--- config.mk ---
export PLATFORM = sky130hd
export DESIGN_NAME = ps2_host_tx
export DESIGN_NICKNAME = d
export VERILOG_FILES = /design/src/rtl/ps2_pkg.sv /design/src/rtl/ps2_line_sync.sv /design/src/rtl/ps2_host_tx.sv
export SDC_FILE = /design/constraint.sdc
export NUM_CORES = 1
export LEC_CHECK = 0
export ABC_AREA = 0
export BUFFER_PORTS_ARGS = -buffer_cell sky130_fd_sc_hd__buf_2
export CORE_AREA = 4 4 78 80
export DETAILED_ROUTE_END_ITERATION = 12
export DIE_AREA = 0 0 82 84
export PLACE_DENSITY_LB_ADDON = 0.1
export SETUP_SLACK_MARGIN = 0.05
export SLEW_MARGIN = 25
export SYNTH_ARGS = -nofsm -noshare
export SYNTH_HDL_FRONTEND = slang
export SYNTH_SLANG_ARGS = --single-unit
--- constraint.sdc ---
create_clock -name clock -period 2.6 [get_ports clock]
set_input_delay 0.13 -clock clock [delete_from_list [all_inputs] [get_ports clock]]
set_output_delay 0.13 -clock clock [all_outputs]
set_load 0.05 [all_outputs]
--- src/rtl/ps2_pkg.sv ---
// Shared PS/2 definitions: transmitter states, error codes,
// common keyboard commands and the host frame builder.
package ps2_pkg;

  typedef enum logic [2:0] {
    IDLE,
    INHIBIT,
    RTS,
    SEND,
    ACK,
    WAIT_IDLE,
    DONE,
    ERROR
  } state_t;

  localparam logic [1:0] ERR_NONE    = 2'b00;
  localparam logic [1:0] ERR_TIMEOUT = 2'b01;
  localparam logic [1:0] ERR_NACK    = 2'b10;

  localparam logic [7:0] CMD_SET_LEDS = 8'hED;
  localparam logic [7:0] CMD_RESET    = 8'hFF;

  // {stop, odd parity, data}; shifted out LSB first
  function automatic logic [9:0] ps2_frame(
    input logic [7:0] d
  );
    return {1'b1, ~^d, d};
  endfunction

endpackage

--- src/rtl/ps2_line_sync.sv ---
// Two-flop synchronizer for the PS/2 clock and data pins,
// with falling-edge detect on the synchronized clock.
module ps2_line_sync (
  input  logic clock,
  input  logic reset,
  input  logic clk_in,
  input  logic dat_in,
  output logic sync_clk,
  output logic sync_dat,
  output logic fall
);

  logic [1:0] clk_ff;
  logic [1:0] dat_ff;
  logic       prev_clk;

  // Idle bus is high, so the chains reset to 1
  always_ff @(posedge clock) begin
    if (reset) begin
      clk_ff   <= 2'b11;
      dat_ff   <= 2'b11;
      prev_clk <= 1'b1;
    end else begin
      clk_ff   <= {clk_ff[0], clk_in};
      dat_ff   <= {dat_ff[0], dat_in};
      prev_clk <= clk_ff[1];
    end
  end

  assign sync_clk = clk_ff[1];
  assign sync_dat = dat_ff[1];
  assign fall     = prev_clk & ~clk_ff[1];

endmodule

--- src/rtl/ps2_host_tx.sv ---
// PS/2 host-to-device command transmitter.
// Optional one-shot retry: define PS2_HOST_TX_RETRY_EN.
module ps2_host_tx
  import ps2_pkg::*;
#(
  parameter int INHIBIT_CYCLES = 6000,
  parameter int RTS_CYCLES     = 100,
  parameter int TIMEOUT_CYCLES = 1000000
) (
  input  logic       clock,
  input  logic       reset,
  input  logic [7:0] tx_data,
  input  logic       tx_valid,
  output logic       tx_ready,
  input  logic       ps2_clk_in,
  input  logic       ps2_dat_in,
  output logic       ps2_clk_oe,
  output logic       ps2_dat_oe,
  output logic       rx_inhibit,
  output logic       tx_done,
  output logic       tx_error,
  output logic [1:0] tx_err_code
);

  localparam int PMAX = (INHIBIT_CYCLES > RTS_CYCLES) ?
                        INHIBIT_CYCLES : RTS_CYCLES;
  localparam int PW = $clog2(PMAX + 1);
  localparam int TW = $clog2(TIMEOUT_CYCLES + 1);

  state_t        state;
  logic [9:0]    shift;
  logic [3:0]    bit_cnt;
  logic [PW-1:0] pcnt;
  logic [TW-1:0] tcnt;

  logic sync_clk;
  logic sync_dat;
  logic fall;

  logic       line_idle;
  logic       in_xfer;
  logic       nack;
  logic       tmo;
  logic       fail;
  logic [1:0] fail_code;

`ifdef PS2_HOST_TX_RETRY_EN
  logic       retried;
  logic [7:0] byte_q;
`endif

  ps2_line_sync u_sync (
    .clock    (clock),
    .reset    (reset),
    .clk_in   (ps2_clk_in),
    .dat_in   (ps2_dat_in),
    .sync_clk (sync_clk),
    .sync_dat (sync_dat),
    .fall     (fall)
  );

  // Failure detection: NACK on the ack edge or a stalled device
  always_comb begin
    line_idle = sync_clk & sync_dat;
    in_xfer   = (state == SEND) || (state == ACK) ||
                (state == WAIT_IDLE);
    nack      = (state == ACK) && fall && sync_dat;
    tmo       = in_xfer && !fall &&
                (tcnt == TW'(TIMEOUT_CYCLES - 1)) &&
                !((state == WAIT_IDLE) && line_idle);
    fail      = nack || tmo;
    fail_code = nack ? ERR_NACK : ERR_TIMEOUT;
  end

  assign rx_inhibit = ~tx_ready;

  // Transfer sequencer with registered line enables and pulses
  always_ff @(posedge clock) begin
    if (reset) begin
      state       <= IDLE;
      shift       <= '0;
      bit_cnt     <= '0;
      pcnt        <= '0;
      tcnt        <= '0;
      tx_ready    <= 1'b1;
      ps2_clk_oe  <= 1'b0;
      ps2_dat_oe  <= 1'b0;
      tx_done     <= 1'b0;
      tx_error    <= 1'b0;
      tx_err_code <= ERR_NONE;
`ifdef PS2_HOST_TX_RETRY_EN
      retried     <= 1'b0;
      byte_q      <= '0;
`endif
    end else begin
      tx_done  <= 1'b0;
      tx_error <= 1'b0;
      if (fail) begin
`ifdef PS2_HOST_TX_RETRY_EN
        if (!retried) begin
          retried    <= 1'b1;
          state      <= INHIBIT;
          shift      <= ps2_frame(byte_q);
          bit_cnt    <= '0;
          pcnt       <= '0;
          ps2_clk_oe <= 1'b1;
          ps2_dat_oe <= 1'b0;
        end else begin
          state       <= ERROR;
          tx_error    <= 1'b1;
          tx_err_code <= fail_code;
          ps2_clk_oe  <= 1'b0;
          ps2_dat_oe  <= 1'b0;
        end
`else
        state       <= ERROR;
        tx_error    <= 1'b1;
        tx_err_code <= fail_code;
        ps2_clk_oe  <= 1'b0;
        ps2_dat_oe  <= 1'b0;
`endif
      end else begin
        unique case (state)
          IDLE: begin
            if (tx_valid && tx_ready) begin
              state      <= INHIBIT;
              shift      <= ps2_frame(tx_data);
              bit_cnt    <= '0;
              pcnt       <= '0;
              tx_ready   <= 1'b0;
              ps2_clk_oe <= 1'b1;
              ps2_dat_oe <= 1'b0;
`ifdef PS2_HOST_TX_RETRY_EN
              retried    <= 1'b0;
              byte_q     <= tx_data;
`endif
            end
          end
          INHIBIT: begin
            if (pcnt == PW'(INHIBIT_CYCLES - 1)) begin
              state      <= RTS;
              pcnt       <= '0;
              ps2_dat_oe <= 1'b1;
            end else begin
              pcnt <= pcnt + PW'(1);
            end
          end
          RTS: begin
            if (pcnt == PW'(RTS_CYCLES - 1)) begin
              state      <= SEND;
              pcnt       <= '0;
              tcnt       <= '0;
              ps2_clk_oe <= 1'b0;
            end else begin
              pcnt <= pcnt + PW'(1);
            end
          end
          SEND: begin
            if (fall) begin
              ps2_dat_oe <= ~shift[0];
              shift      <= {1'b0, shift[9:1]};
              bit_cnt    <= bit_cnt + 4'd1;
              tcnt       <= '0;
              if (bit_cnt == 4'd9) begin
                state <= ACK;
              end
            end else begin
              tcnt <= tcnt + TW'(1);
            end
          end
          ACK: begin
            if (fall) begin
              tcnt  <= '0;
              state <= WAIT_IDLE;
            end else begin
              tcnt <= tcnt + TW'(1);
            end
          end
          WAIT_IDLE: begin
            if (line_idle) begin
              state   <= DONE;
              tx_done <= 1'b1;
            end else if (fall) begin
              tcnt <= '0;
            end else begin
              tcnt <= tcnt + TW'(1);
            end
          end
          DONE: begin
            state    <= IDLE;
            tx_ready <= 1'b1;
          end
          ERROR: begin
            state    <= IDLE;
            tx_ready <= 1'b1;
          end
          default: begin
            state <= IDLE;
          end
        endcase
      end
    end
  end

endmodule

# Word level (Yosys, flattened, before mapping)
# Cells that the tools add are included.
[word_totals] register_bits=62 inputBits=13 word_cells=112
[op_classes] n_eq_ne=23 add_sub_neg=3 muxes=34 n_reduce_logical=31 bitwise=7
[op_table] operator="$mux W20" n=3
[op_table] operator="$pmux W20 S3" n=1
[op_table] operator="$mux W13" n=3
[op_table] operator="$pmux W13 S3" n=1
[op_table] operator="$mux W3" n=8
[op_table] operator="$pmux W3 S7" n=1
[op_table] operator="$add A20 B1 Y20 const B" n=1
[op_table] operator="$eq A20 B20 Y1 const B" n=1
[op_table] operator="$mux W10" n=2
[op_table] operator="$pmux W10 S2" n=1
[op_table] operator="$ne A3 B3 Y1 const B" n=6
[op_table] operator="$add A13 B1 Y13 const B" n=1
[op_table] operator="$eq A13 B13 Y1 const B" n=1
[op_table] operator="$eq A13 B7 Y1 const B" n=1
[op_table] operator="$eq A3 B3 Y1 const B" n=4
[op_table] operator="$reduce_and A4 Y1" n=3
[op_table] operator="$ne A2 B2 Y1 const B" n=5
[op_table] operator="$reduce_and A3 Y1" n=3
[op_table] operator="$reduce_bool A3 Y1" n=3
[op_table] operator="$mux W4" n=2
[op_table] operator="$pmux W4 S2" n=1
[op_table] operator="$reduce_xnor A8 Y1" n=1
[op_table] operator="$logic_and A1 B1 Y1" n=7
[op_table] operator="$mux W1" n=7
[op_table] operator="other kinds (17)" n=31

# Depth between registers and ports, before layout
# Gate-level depths: netlist of the first run.
[depth] word_depth=9 depth_mapped=9 mapped_depth_nobuf=8

# Hierarchy
# A second synthesis of the first run with hierarchy kept.
[unflattened] cells_unflattened=379 area_unflattened_um2=3355.7
[modules_own_cells] module="ps2_host_tx" area_each_um2=3218.1 seq_area_each_um2=1141.1 instances=1 cells_each=368
[modules_own_cells] module="ps2_line_sync" area_each_um2=137.6 seq_area_each_um2=100.1 instances=1 cells_each=11

# Worst setup path after synthesis of the first run
# OpenSTA, ideal clock, no wires.
[synth_timing] kind="flip-flop to flip-flop" startpoint="register tcnt[0]" endpoint="register tcnt[6]" path_buffers=2 t_arrival_ns=2.053 path_stages_with_launch=10 t_required_ns=2.472 setup_slack_ns=0.420 cell_sequence="dfxtp_1 -> ha_1 -> nand4_1 -> or2_2 -> or4_4 -> buf_6 -> buf_6 -> nand4_1 -> xor2_1 -> nor2_1"
[synth_between] elab_chain_cells=6 word_cells_on_any_way=10
[synth_lines] item="start, declared" line_no="ps2_host_tx.sv:34" rtl="logic [TW-1:0] tcnt;"
[synth_lines] item="start signal, assigned" line_no="ps2_host_tx.sv:168" rtl="tcnt <= tcnt + TW'(1);"
[synth_lines] item="start signal, assigned" line_no="ps2_host_tx.sv:176" rtl="tcnt <= tcnt + TW'(1);"
[synth_lines] item="start signal, assigned" line_no="ps2_host_tx.sv:186" rtl="tcnt <= tcnt + TW'(1);"
[synth_lines] item="parallel branches: the longest is 6 deep, another holds $add A20 B1 Y20"
# Parallel ways; which one is timed is not known. The select of a mux whose other input is x is not followed.
# A chain may end at the register's enable or synchronous reset.

# Worst setup path after layout of the first run
[layout_timing] startpoint="register pcnt[0]" endpoint="register tcnt[7]"
[layout_between] elab_chain_cells=3
[layout_lines] item="start, declared" line_no="ps2_host_tx.sv:33" rtl="logic [PW-1:0] pcnt;"
[layout_lines] item="start signal, assigned" line_no="ps2_host_tx.sv:145" rtl="pcnt <= pcnt + PW'(1);"
[layout_lines] item="start signal, assigned" line_no="ps2_host_tx.sv:155" rtl="pcnt <= pcnt + PW'(1);"
[layout_lines] item="$eq A13 B7 Y1" line_no="ps2_host_tx.sv:149" rtl="if (pcnt == PW'(RTS_CYCLES - 1)) begin"
[layout_lines] item="$ne A2 B2 Y1 (no line)"
[layout_lines] item="$reduce_and A4 Y1 (no line)"
# No other way between the ends.

==> results of run 1 <==
## final cells by class
class	instances	area (um^2)	area share, %
timing repair buffer	32	195	5.64
multi-input combinational	292	1760	50.8
clock inverter	2	10.0	0.289
sequential	62	1240	35.9
tap	72	90.1	2.60
clock buffer	12	145	4.19
inverter	6	22.5	0.651
## how the worst min path moves through the flow
stage                     startpoint                     endpoint  slack (ns)  depth (start not counted)
after CTS                 tx_data[4]        shift[4]$_SDFFE_PP0P_        0.06                          3
after global routing      tx_data[4]        shift[4]$_SDFFE_PP0P_        0.06                          3
after detailed placement  ps2_dat_in  u_sync.dat_ff[0]$_SDFF_PP1_        0.32                          2
after global placement    ps2_dat_in  u_sync.dat_ff[0]$_SDFF_PP1_        0.31                          2
final                     tx_data[4]        shift[4]$_SDFFE_PP0P_        0.07                          3
after floorplan           ps2_clk_in  u_sync.clk_ff[0]$_SDFF_PP1_        0.23                          1
## metrics by stage
step	cells	hold WS [ns]	instance area (um^2)	utilization [%]
final	478	0.0710	3460	64.1
after global routing	478	0.0602	3460	64.1
after CTS	478	0.0598	3460	64.1
after detailed placement	462	0.318	3290	60.8
after global placement	462	0.313	3290	60.8
after floorplan	378	0.234	3120	-
## critical path, cell delays in order, from the launching register on
cell and delay [ns]:
dfxtp_1 0.39, ha_1 0.29, nor4b_2 0.21, and4b_2 0.32, a2bb2oi_4 0.24, nand3_4 0.14, or4_1 0.49, a21oi_1 0.17
## registers in the layout (all words and copies together), names as in the netlist, 2 cells and up
signal / cells
pcnt: 13
u_sync.clk_ff: 2
u_sync.dat_ff: 2
state: 3
tx_err_code: 2
bit_cnt: 4
tcnt: 20
shift: 10
## logic make-up after synthesis
logic type	after synthesis	share of synthesized area (%)
xor gates and xnor gates	18	5.06
adders and majority gates	4	1.61
and+or+nand+nor	189	32.2
DFF	62	39.8
AOI/OAI and AO/OA	81	17.5
buffers and inverters	24	3.81
## power by group
group	internal (mW)	total, mW	switching (mW)
Clock	0.358	0.700	0.342
Sequential	1.04	1.13	0.0871
Combinational	0.272	0.738	0.466
## cells in the final DEF, fill, tap and decap left out, drive strengths merged, types with 2 or more instances in the layout
cell type,count
a2bb2oi,2
nor3b,2
nand3b,2
dlygate4sd3,2
nand2b,3
clkinv,2
o21ai,18
a21o,2
a21oi,25
nor2b,4
nor2,50
clkbuf,12
o31ai,2
a211oi,4
a31oi,4
and2,7
nand3,19
ha,4
dfxtp,62
or4,4
nand2,43
xnor2,8
a32oi,2
or3,8
inv,6
xor2,10
nand4,16
or2,6
buf,30
and3,6
a311oi,15
nor4,3
and4,3
nor3,6
## routing by layer
metal / vias up / global-route usage (%) / wire length, um
met5: - / 0 / 0
met4: 0 / 8.61 / 140
met3: 19 / 6.91 / 259
met2: 55 / 32.0 / 3130
met1: 1243 / 25.8 / 3130
li1: 1417 / - / -
## timing repair
item / in CTS / in global routing
setup buffers: 0 / 0
hold endpoints to repair: 2 / 0
hold buffers: 2 / 0
resized for setup: 0 / 0
==> results.md, run 1 <==
* Remaining Overflow, GRT at 0
* Async SR Flop Fraction at 0%
* Critical register-to-register path startpoint: pcnt[0]$_SDFFE_PP0P_
* Global-route wire length before repair at 11200 um
* Cell Area, Synth at 0.00312 mm^2
* Crit path kind: flop to flop
* Worst Setup End Kind: flop
* HPWL after detailed placement at 4550 um
* Mean post-synth cell area at 8.25 um^2
* Pre-CTS setup slack at 0.319 ns
* Net Count, Synth at 395
* Count of endpoints failing hold in the final timing report at 0
* H-Tree Level Count at 3
* Port Buffers at 20
* YS warnings at 0
* Number of instances in the synthesized netlist at 378
* Clock Root Buffer: clkbuf_8
* Post-route clock period utilization at 88.6%
* Std cell rows at 27
* Crit path time final at 2.30 ns
* Post-synth top area share at 39.8%
* Setup total negative slack at 0 ns
* # DRC at 0
* Via density per instance at 5.72
* Count of flip-flops with a built-in enable after synthesis at 0
* Final worst setup slack at 0.296 ns
* Post-synth cell types at 52
* Buffers from clock root to sink, at most at 2
* TritonCTS clock tree: built
* Top-Level Pins at 21
* Worst Skew at 0.00690 ns
* Average wire length per cell after detail routing at 13.9 um
* Fraction of final layout cells sized beyond drive strength 1 at 13.8%
* Post-synth top flop: dfxtp_1
* Final slew viol count at 0
* Clk slew on worst S/H paths at 0.07 ns
* Drt pass-1 iters at 4
* Sinks on the clock net at 62
* Worst slew margin relative to its limit at 53.2%
* Number of register bits inferred by synthesis at 62
* Detailed Route WL at 6660 um
* Number of nets still failing antenna checks after routing at 0
* Antenna diodes at 0
* Cell taking the most area after synthesis: dfxtp_1
* Portion of the post-synthesis area used by sequential elements at 39.8%
* Clock latency on the worst-skew pair at 0.34 ns
* Height of the die at 84 um
* Placeable core region at 0.00541 mm^2
* Number of global-route vias before repair at 2507
* Leak Pwr at 1.24 nW
* Worst setup path endpoint: tcnt[7]$_SDFFE_PP0P_
* Fillers at 477
* Worst min-delay path class: primary input to flop
* Most common cell in the synthesized netlist: dfxtp_1
* Origin of the worst setup path: pcnt[0]$_SDFFE_PP0P_
* Nets@finish at 420
* Maximum ir drop on the vdd rail at 0.518 mV
* Die Area at 0.00689 mm^2
* Layout overhead on the synthesized area at 11.0%
* Transition time at the pin with the least slew margin at 0.701 ns
* Largest net degree at the start of global routing at 41
* Run status: complete, no violations
* Setup violations, final at 0
* Max-capacitance violation count at 0
* Antenna violations before repair at 0
* Critical Path Start Type: flop
* Top cells by instance count after synthesis: dfxtp_1, nor2_1, nand2_1, a21oi_1
* Critical Path Fanout Max at 10
* Effective utilization at floorplan at 57.7%
* Design Power at 2.56 mW
* Total CTS buffers at 9
* Iteration-0 DRC Markers at 122
* R2R cell count at 7
* Required time reported for the critical path endpoint at 2.86 ns
* Width of the die at 82 um
* Routed vias at 2734
* Power per cell area at 741 mW/mm^2
* Total global routing track utilization at 20.7%
* Weighted congestion reported at the end of routability-driven placement at 0.877
* Synth top area cells: dfxtp_1, nor2_1, nand2_1
* Worst r2r dst: tcnt[7]$_SDFFE_PP0P_
* RSZ-0062 raised after global routing: no
* Setup slack of the most critical reg-to-reg path at 0.30 ns
* Fmax achieved at 434 MHz
* Critical Path AT at 2.57 ns
(Power assumes the default switching activity.)
==> run 2: changes to the inputs <==
==> constraint.sdc (replaced) <==
create_clock -name clock -period 2.2 [get_ports clock]
set_input_delay 0.11 -clock clock [delete_from_list [all_inputs] [get_ports clock]]
set_output_delay 0.11 -clock clock [all_outputs]
set_load 0.05 [all_outputs]
==> results.md, run 2 (synthesis results as in run 1) <==
* End-of-flow core utilization at 70.1%
* Nets@finish at 441
* Layout overhead on the synthesized area at 21.5%
* Total global routing track utilization at 22.2%
* Width of the die at 82 um
* Power per cell area at 929 mW/mm^2
* Transition time at the pin with the least slew margin at 0.682 ns
* Number of global-route vias before repair at 2626
* Tightest hold margin at 0.0507 ns
* Final slew viol count at 0
* Drt pass-1 iters at 4
* Critical Path Fanout Max at 6
* Hold Path Depth at 3
* Leak Pwr at 1.37 nW
* Std cell rows at 27
* Height of the die at 84 um
* Worst slew margin relative to its limit at 54.6%
* Max-capacitance violation count at 0
* Setup violations, final at 0
* Worst setup path endpoint: tcnt[18]$_SDFFE_PP0P_
* R2R cell count at 7
* # DRC at 0
* Port Buffers at 20
* Origin of the worst setup path: pcnt[0]$_SDFFE_PP0P_
* Fillers at 442
* Number of nets still failing antenna checks after routing at 0
* Worst min-delay path class: primary input to flop
* Sinks on the clock net at 62
* Die Area at 0.00689 mm^2
* Worst Skew at 0.00701 ns
* Global-route wire length before repair at 12000 um
* Worst r2r dst: tcnt[18]$_SDFFE_PP0P_
* Critical Path Start Type: flop
* Required time reported for the critical path endpoint at 2.48 ns
* Critical register-to-register path startpoint: pcnt[0]$_SDFFE_PP0P_
* Count of non-filler cells in the finished layout at 501
* Placed cell count at 474
* Leading cell type in the layout, fill and taps excluded: dfxtp_1
* TritonCTS clock tree: built
* Worst Setup End Kind: flop
* Clock latency on the worst-skew pair at 0.34 ns
* Commonest cells after routing, fill and taps aside: dfxtp_1, nor2_1, nand2_1
* Largest net degree at the start of global routing at 41
* Buffers from clock root to sink, at most at 2
* Crit path kind: flop to flop
* Count of endpoints failing hold in the final timing report at 0
* Crit path time final at 2.10 ns
* Via density per instance at 5.91
* Routed vias at 2959
* Clock Root Buffer: clkbuf_8
* Clk slew on worst S/H paths at 0.07 ns
* Average wire length per cell after detail routing at 14.7 um
* Remaining Overflow, GRT at 0
* HPWL after detailed placement at 4840 um
* Register with the most flip-flops: tcnt
* Antenna diodes at 0
* Antenna violations before repair at 0
* Critical Path AT at 2.38 ns
* Largest registers in the final layout: tcnt (20), pcnt (13), shift (10)
* Top-Level Pins at 21
* Fraction of final layout cells sized beyond drive strength 1 at 21.9%
* Iteration-0 DRC Markers at 138
* RSZ-0062 raised after global routing: yes
* Run status: complete, no violations
* Maximum ir drop on the vdd rail at 0.699 mV
* Detailed Route WL at 7340 um
* Weighted congestion reported at the end of routability-driven placement at 0.858
* Placeable core region at 0.00541 mm^2
* Effective utilization at floorplan at 57.7%
* Setup slack of the most critical reg-to-reg path at 0.10 ns
* H-Tree Level Count at 3
* Fmax achieved at 477 MHz
* Post-route clock period utilization at 95.4%
* Max reg flops at 20
* Total CTS buffers at 9
-- run 2: cell types whose count changed in the layout (fill, tap and decap cells not counted), moves of 2 or more --
cell | previous run | this run
ha_1 | 4 | 2
nor4_1 | 3 | 1
dfxtp_2 | 0 | 3
bufinv_16 | 0 | 3
buf_4 | 10 | 28
clkinvlp_4 | 0 | 2
dfxtp_1 | 62 | 59
or4_1 | 3 | 0
nor4_2 | 0 | 2
or4_4 | 1 | 5
a21oi_2 | 0 | 3
a21oi_1 | 25 | 22
-- run 2: report_power, final --
group / internal [mW] / switching [mW]
registers: 1.23 / 0.0943
logic: 0.393 / 0.602
clock network: 0.750 / 0.450
total: 2.38 / 1.15
-- run 2: layout make-up --
type / instances / area, um^2 / area share, %
clock buffer: 10 / 128 / 3.37
multi-input combinational: 294 / 1840 / 48.7
sequential: 62 / 1240 / 32.8
timing repair buffer: 51 / 350 / 9.24
inverter: 6 / 22.5 / 0.594
clock inverter: 6 / 110 / 2.91
tap: 72 / 90.1 / 2.38
-- run 2: how the worst min path moves through the flow --
| stage | to | startpoint | slack [ns] |
|---|---|---|---|
| after floorplan | u_sync.clk_ff[0]$_SDFF_PP1_ | ps2_clk_in | 0.21 |
| after global placement | u_sync.dat_ff[0]$_SDFF_PP1_ | ps2_dat_in | 0.29 |
| after detailed placement | u_sync.clk_ff[0]$_SDFF_PP1_ | ps2_clk_in | 0.30 |
| after CTS | shift[0]$_SDFFE_PP0P_ | tx_data[0] | 0.04 |
| after global routing | shift[5]$_SDFFE_PP0P_ | tx_data[5] | 0.05 |
| final | shift[0]$_SDFFE_PP0P_ | tx_data[0] | 0.05 |
-- run 2: layer usage --
layer | vias to the layer above | GRT usage [%] | wire, um | share of wire, %
met4 | 0 | 11.5 | 155 | 2.1
met3 | 17 | 4.10 | 302 | 4.1
li1 | 1473 | - | - | -
met1 | 1396 | 28.8 | 3260 | 44
met2 | 73 | 34.3 | 3620 | 49
met5 | - | 0 | 0 | 0
-- run 2: what timing repair did --
action | in CTS | in global routing
endpoints found under the hold margin | 2 | 0
resized for setup | 2 | 14
pin swaps | 4 | 6
hold buffers | 2 | 0
gates cloned | 1 | 1
endpoints found under the setup margin | 3 | 23
buffers inserted | 3 | 4
-- run 2: through the flow --
stage	total power [mW]	cell area (um^2)	TNS, ns	setup slack [ns]
global route	3.73	3790	-0.00594	-0.00594
floorplan	1.98	3120	0	0.0597
detailed placement	2.28	3390	0	0.00506
global placement	2.27	3390	0	0.0752
finish	3.52	3790	0	0.102
CTS	3.50	3680	0	0.0606
-- run 2: worst max-delay path, cell delays in order (launching register included) --
cell and delay, ns:
dfxtp_2 0.36, ha_4 0.13, nor4b_4 0.18, and4b_2 0.30, a2bb2oi_4 0.28, nand3_4 0.14
or4_4 0.53, a21oi_2 0.13
==> run 3: changes to the inputs <==
--- a/config.mk
+++ b/config.mk
@@ -7,12 +7,13 @@
 export LEC_CHECK = 0
 export ABC_AREA = 0
 export BUFFER_PORTS_ARGS = -buffer_cell sky130_fd_sc_hd__buf_2
-export CORE_AREA = 4 4 78 80
+export CORE_AREA = 4 4 80 82
 export DETAILED_ROUTE_END_ITERATION = 12
-export DIE_AREA = 0 0 82 84
-export PLACE_DENSITY_LB_ADDON = 0.1
+export DIE_AREA = 0 0 84 86
+export PLACE_DENSITY = 0.75
 export SETUP_SLACK_MARGIN = 0.05
 export SLEW_MARGIN = 25
 export SYNTH_ARGS = -nofsm -noshare
 export SYNTH_HDL_FRONTEND = slang
+export SYNTH_HIERARCHICAL = 1
 export SYNTH_SLANG_ARGS = --single-unit
==> results.md, run 3 <==
* Synth top area cells: dfxtp_1, a21oi_1, mux2i_1
* Antenna violations before repair at 0
* End-of-flow core utilization at 66.6%
* Nets@finish at 427
* Std cell rows at 28
* Net Count, Synth at 396
* Number of instances in the synthesized netlist at 379
* Final slew viol count at 0
* Power per cell area at 859 mW/mm^2
* Number of register bits inferred by synthesis at 62
* Effective utilization at floorplan at 58.4%
* Worst slew margin relative to its limit at 49.1%
* Count of non-filler cells in the finished layout at 490
* Max-capacitance violation count at 0
* Number of nets still failing antenna checks after routing at 0
* TritonCTS clock tree: built
* Top cells by instance count after synthesis: dfxtp_1, a21oi_1, nor2_1, nand3_1, nand2_1
* Sequential cell area at 0.00125 mm^2
* Buffers from clock root to sink, at most at 2
* YS warnings at 6
* Design Power at 3.29 mW
* Worst Skew at 0.00845 ns
* Portion of the post-synthesis area used by sequential elements at 37.0%
* Share of total power consumed by net switching at 35.4%
* Via density per instance at 6.08
* Port Buffers at 20
* Fraction of final layout cells sized beyond drive strength 1 at 19.8%
* Register with the most flip-flops: tcnt
* Total global routing track utilization at 21.0%
* Pre-CTS setup slack at 0.0690 ns
* Count of endpoints failing hold in the final timing report at 0
* Origin of the worst setup path: tcnt[1]$_SDFFE_PP0P_
* Clock latency on the worst-skew pair at 0.33 ns
* Critical Path, Cell by Cell: ha_4 > nand3_2 > or3_4 > or3_4 > or4_1 > a21oi_1
* Placeable core region at 0.00575 mm^2
* Maximum ir drop on the vdd rail at 0.730 mV
* Multi-input gate area in the final layout at 0.00195 mm^2
* Placed cell count at 470
* Worst min-delay path class: primary input to flop
* Cell taking the most area after synthesis: dfxtp_1
* Worst Setup End Kind: flop
* Routed vias at 2981
* Post-route clock period utilization at 95.5%
* Detailed Route WL at 7420 um
* Commonest cells after routing, fill and taps aside: dfxtp_1, a21oi_1, nor2_1
* Transition time at the pin with the least slew margin at 0.763 ns
* Setup violations, final at 0
* Final standard cell area without fillers at 0.00383 mm^2
* Clock power share at 28.3%
* Width of the die at 84 um
* Routing usage on met3 at 3.65%
* Final worst setup slack at 0.0985 ns
* Die Area at 0.00722 mm^2
* GR Layer Usage met2 at 35.3%
* Critical Path Start Type: flop
* Number of global-route vias before repair at 2782
* Beginning of the worst hold path: tx_data[7]
* Critical Path Fanout Max at 5
* Clk slew on worst S/H paths at 0.07 ns
* Total CTS buffers at 9
* Remaining Overflow, GRT at 0
* Required time reported for the critical path endpoint at 2.47 ns
* Layout overhead on the synthesized area at 14.1%
* HPWL after detailed placement at 4950 um
* Fillers at 478
* Largest net degree at the start of global routing at 38
* Max reg flops at 20
* Height of the die at 86 um
* Cell type group with the largest total delay on the critical path: simple AND/OR/NAND/NOR gates
* H-Tree Level Count at 3
* Clock Root Buffer: clkbuf_8
* Placed cell area at 0.00356 mm^2
* Most common cell in the synthesized netlist: dfxtp_1
* Buffer and inverter count on the worst path at 0
* Cell internal power dissipation at 2.12 mW
* Net switching power figure at 1.16 mW
* Cell Area, Synth at 0.00336 mm^2
* Power share of the combinational group at 32.0%
* Largest registers in the final layout: tcnt (20), pcnt (13), shift (10)
* Most congested layer reported by global routing: met2
* Most prevalent standard cell on the critical path: or3_4
* Crit path time final at 2.10 ns
* RSZ-0062 raised after global routing: yes
* Post-synth top flop: dfxtp_1
* Register share of total power at 39.7%
* Leak Pwr at 1.34 nW
* Critical Path AT at 2.37 ns
* Iteration-0 DRC Markers at 155
* Top-Level Pins at 21
* Weighted congestion reported at the end of routability-driven placement at 0.853
* # DRC at 0
* Sinks on the clock net at 62
* Post-synth cell types at 66
* Slowest CP cell: or3_4
* Fmax achieved at 476 MHz
* Count of flip-flops with a built-in enable after synthesis at 0
* Antenna diodes at 0
* Post-synth top area share at 37.0%
* Async SR Flop Fraction at 0%
* Critical register-to-register path startpoint: tcnt[1]$_SDFFE_PP0P_
* Average wire length per cell after detail routing at 15.1 um
* Mean post-synth cell area at 8.85 um^2
* Leading cell type in the layout, fill and taps excluded: dfxtp_1
* Slowest cell delay on critical path at 0.44 ns
* Run status: complete, no violations
* Setup total negative slack at 0 ns
* Met1 demand-to-capacity share in global routing at 26.7%
* Global-route wire length before repair at 12600 um
* Tightest hold margin at 0.138 ns
* Drt pass-1 iters at 4
* Crit path kind: flop to flop
run 3: cell count changes after synthesis, moves of 6 or more:
| cell | delta |
|---|---|
| o31ai_1 | +11 |
| a211oi_1 | +7 |
| nand2_1 | -24 |
| mux2i_1 | +13 |
| and2_1 | -6 |
| or4_1 | +10 |
| nor2_1 | -22 |
| xor2_1 | -10 |
| a21oi_1 | +7 |
| o21ai_0 | -9 |
run 3: power groups by stage:
stage | logic, mW | clock network [mW] | registers, mW
2_1_floorplan | 0.763 | 0 | 1.35
3_3_place_gp | 0.994 | 0 | 1.32
3_5_place_dp | 1.01 | 0 | 1.32
4_1_cts | 1.02 | 0.951 | 1.30
5_1_grt | 1.17 | 1.01 | 1.32
6_report | 1.05 | 0.931 | 1.30
run 3: worst min-delay path, cell delays in order:
cell,delay (ns)
buf_2,0.11
mux2i_1,0.12
a211oi_1,0.08
run 3: path summary, 6_finish.rpt:
| check | to | slack, ns | depth (start not counted) |
|---|---|---|---|
| min | shift[7]$_SDFFE_PP0P_ | 0.14 | 3 |
| max reg2reg | tcnt[18]$_SDFFE_PP0P_ | 0.1 | 6 |
| max | tcnt[18]$_SDFFE_PP0P_ | 0.1 | 6 |
| min reg2reg | u_sync/clk_ff[1]$_SDFF_PP1_ | 0.41 | 1 |
run 3: kinds of logic (layout without fill, tap and decap cells):
kind of cell / Yosys count / in the layout / share of synthesized area, %
AND/OR/NAND/NOR: 155 / 155 / 27.5
AO/OA/AOI/OAI: 99 / 100 / 21.4
flip-flops: 62 / 62 / 37.0
buffers and inverters: 37 / 72 / 6.26
multiplexers: 14 / 14 / 4.32
XOR/XNOR: 8 / 8 / 2.09
adder cells (fa/ha/maj): 4 / 4 / 1.49
run 3: timing repair:
action / in CTS / in global routing
endpoints found under the hold margin: 2 / 0
gates resized for setup: 0 / 10
buffers inserted: 0 / 1
hold buffers: 2 / 0
setup endpoints to repair: 0 / 23
run 3: per-layer routing:
metal	vias up	part of all wire, %
met5	-	0
met4	0	1.6
met3	10	3.0
met2	50	49
met1	1418	47
li1	1503	-
run 3: cell type report:
cell class              count  share of cell area [%]
repair buffers             46                    8.17
multi-input cells         281                    50.9
well taps                  75                    2.45
inverters                  10                   0.980
flip-flops and latches     62                    32.6
clock buffers              13                    4.41
clock inverters             3                   0.458
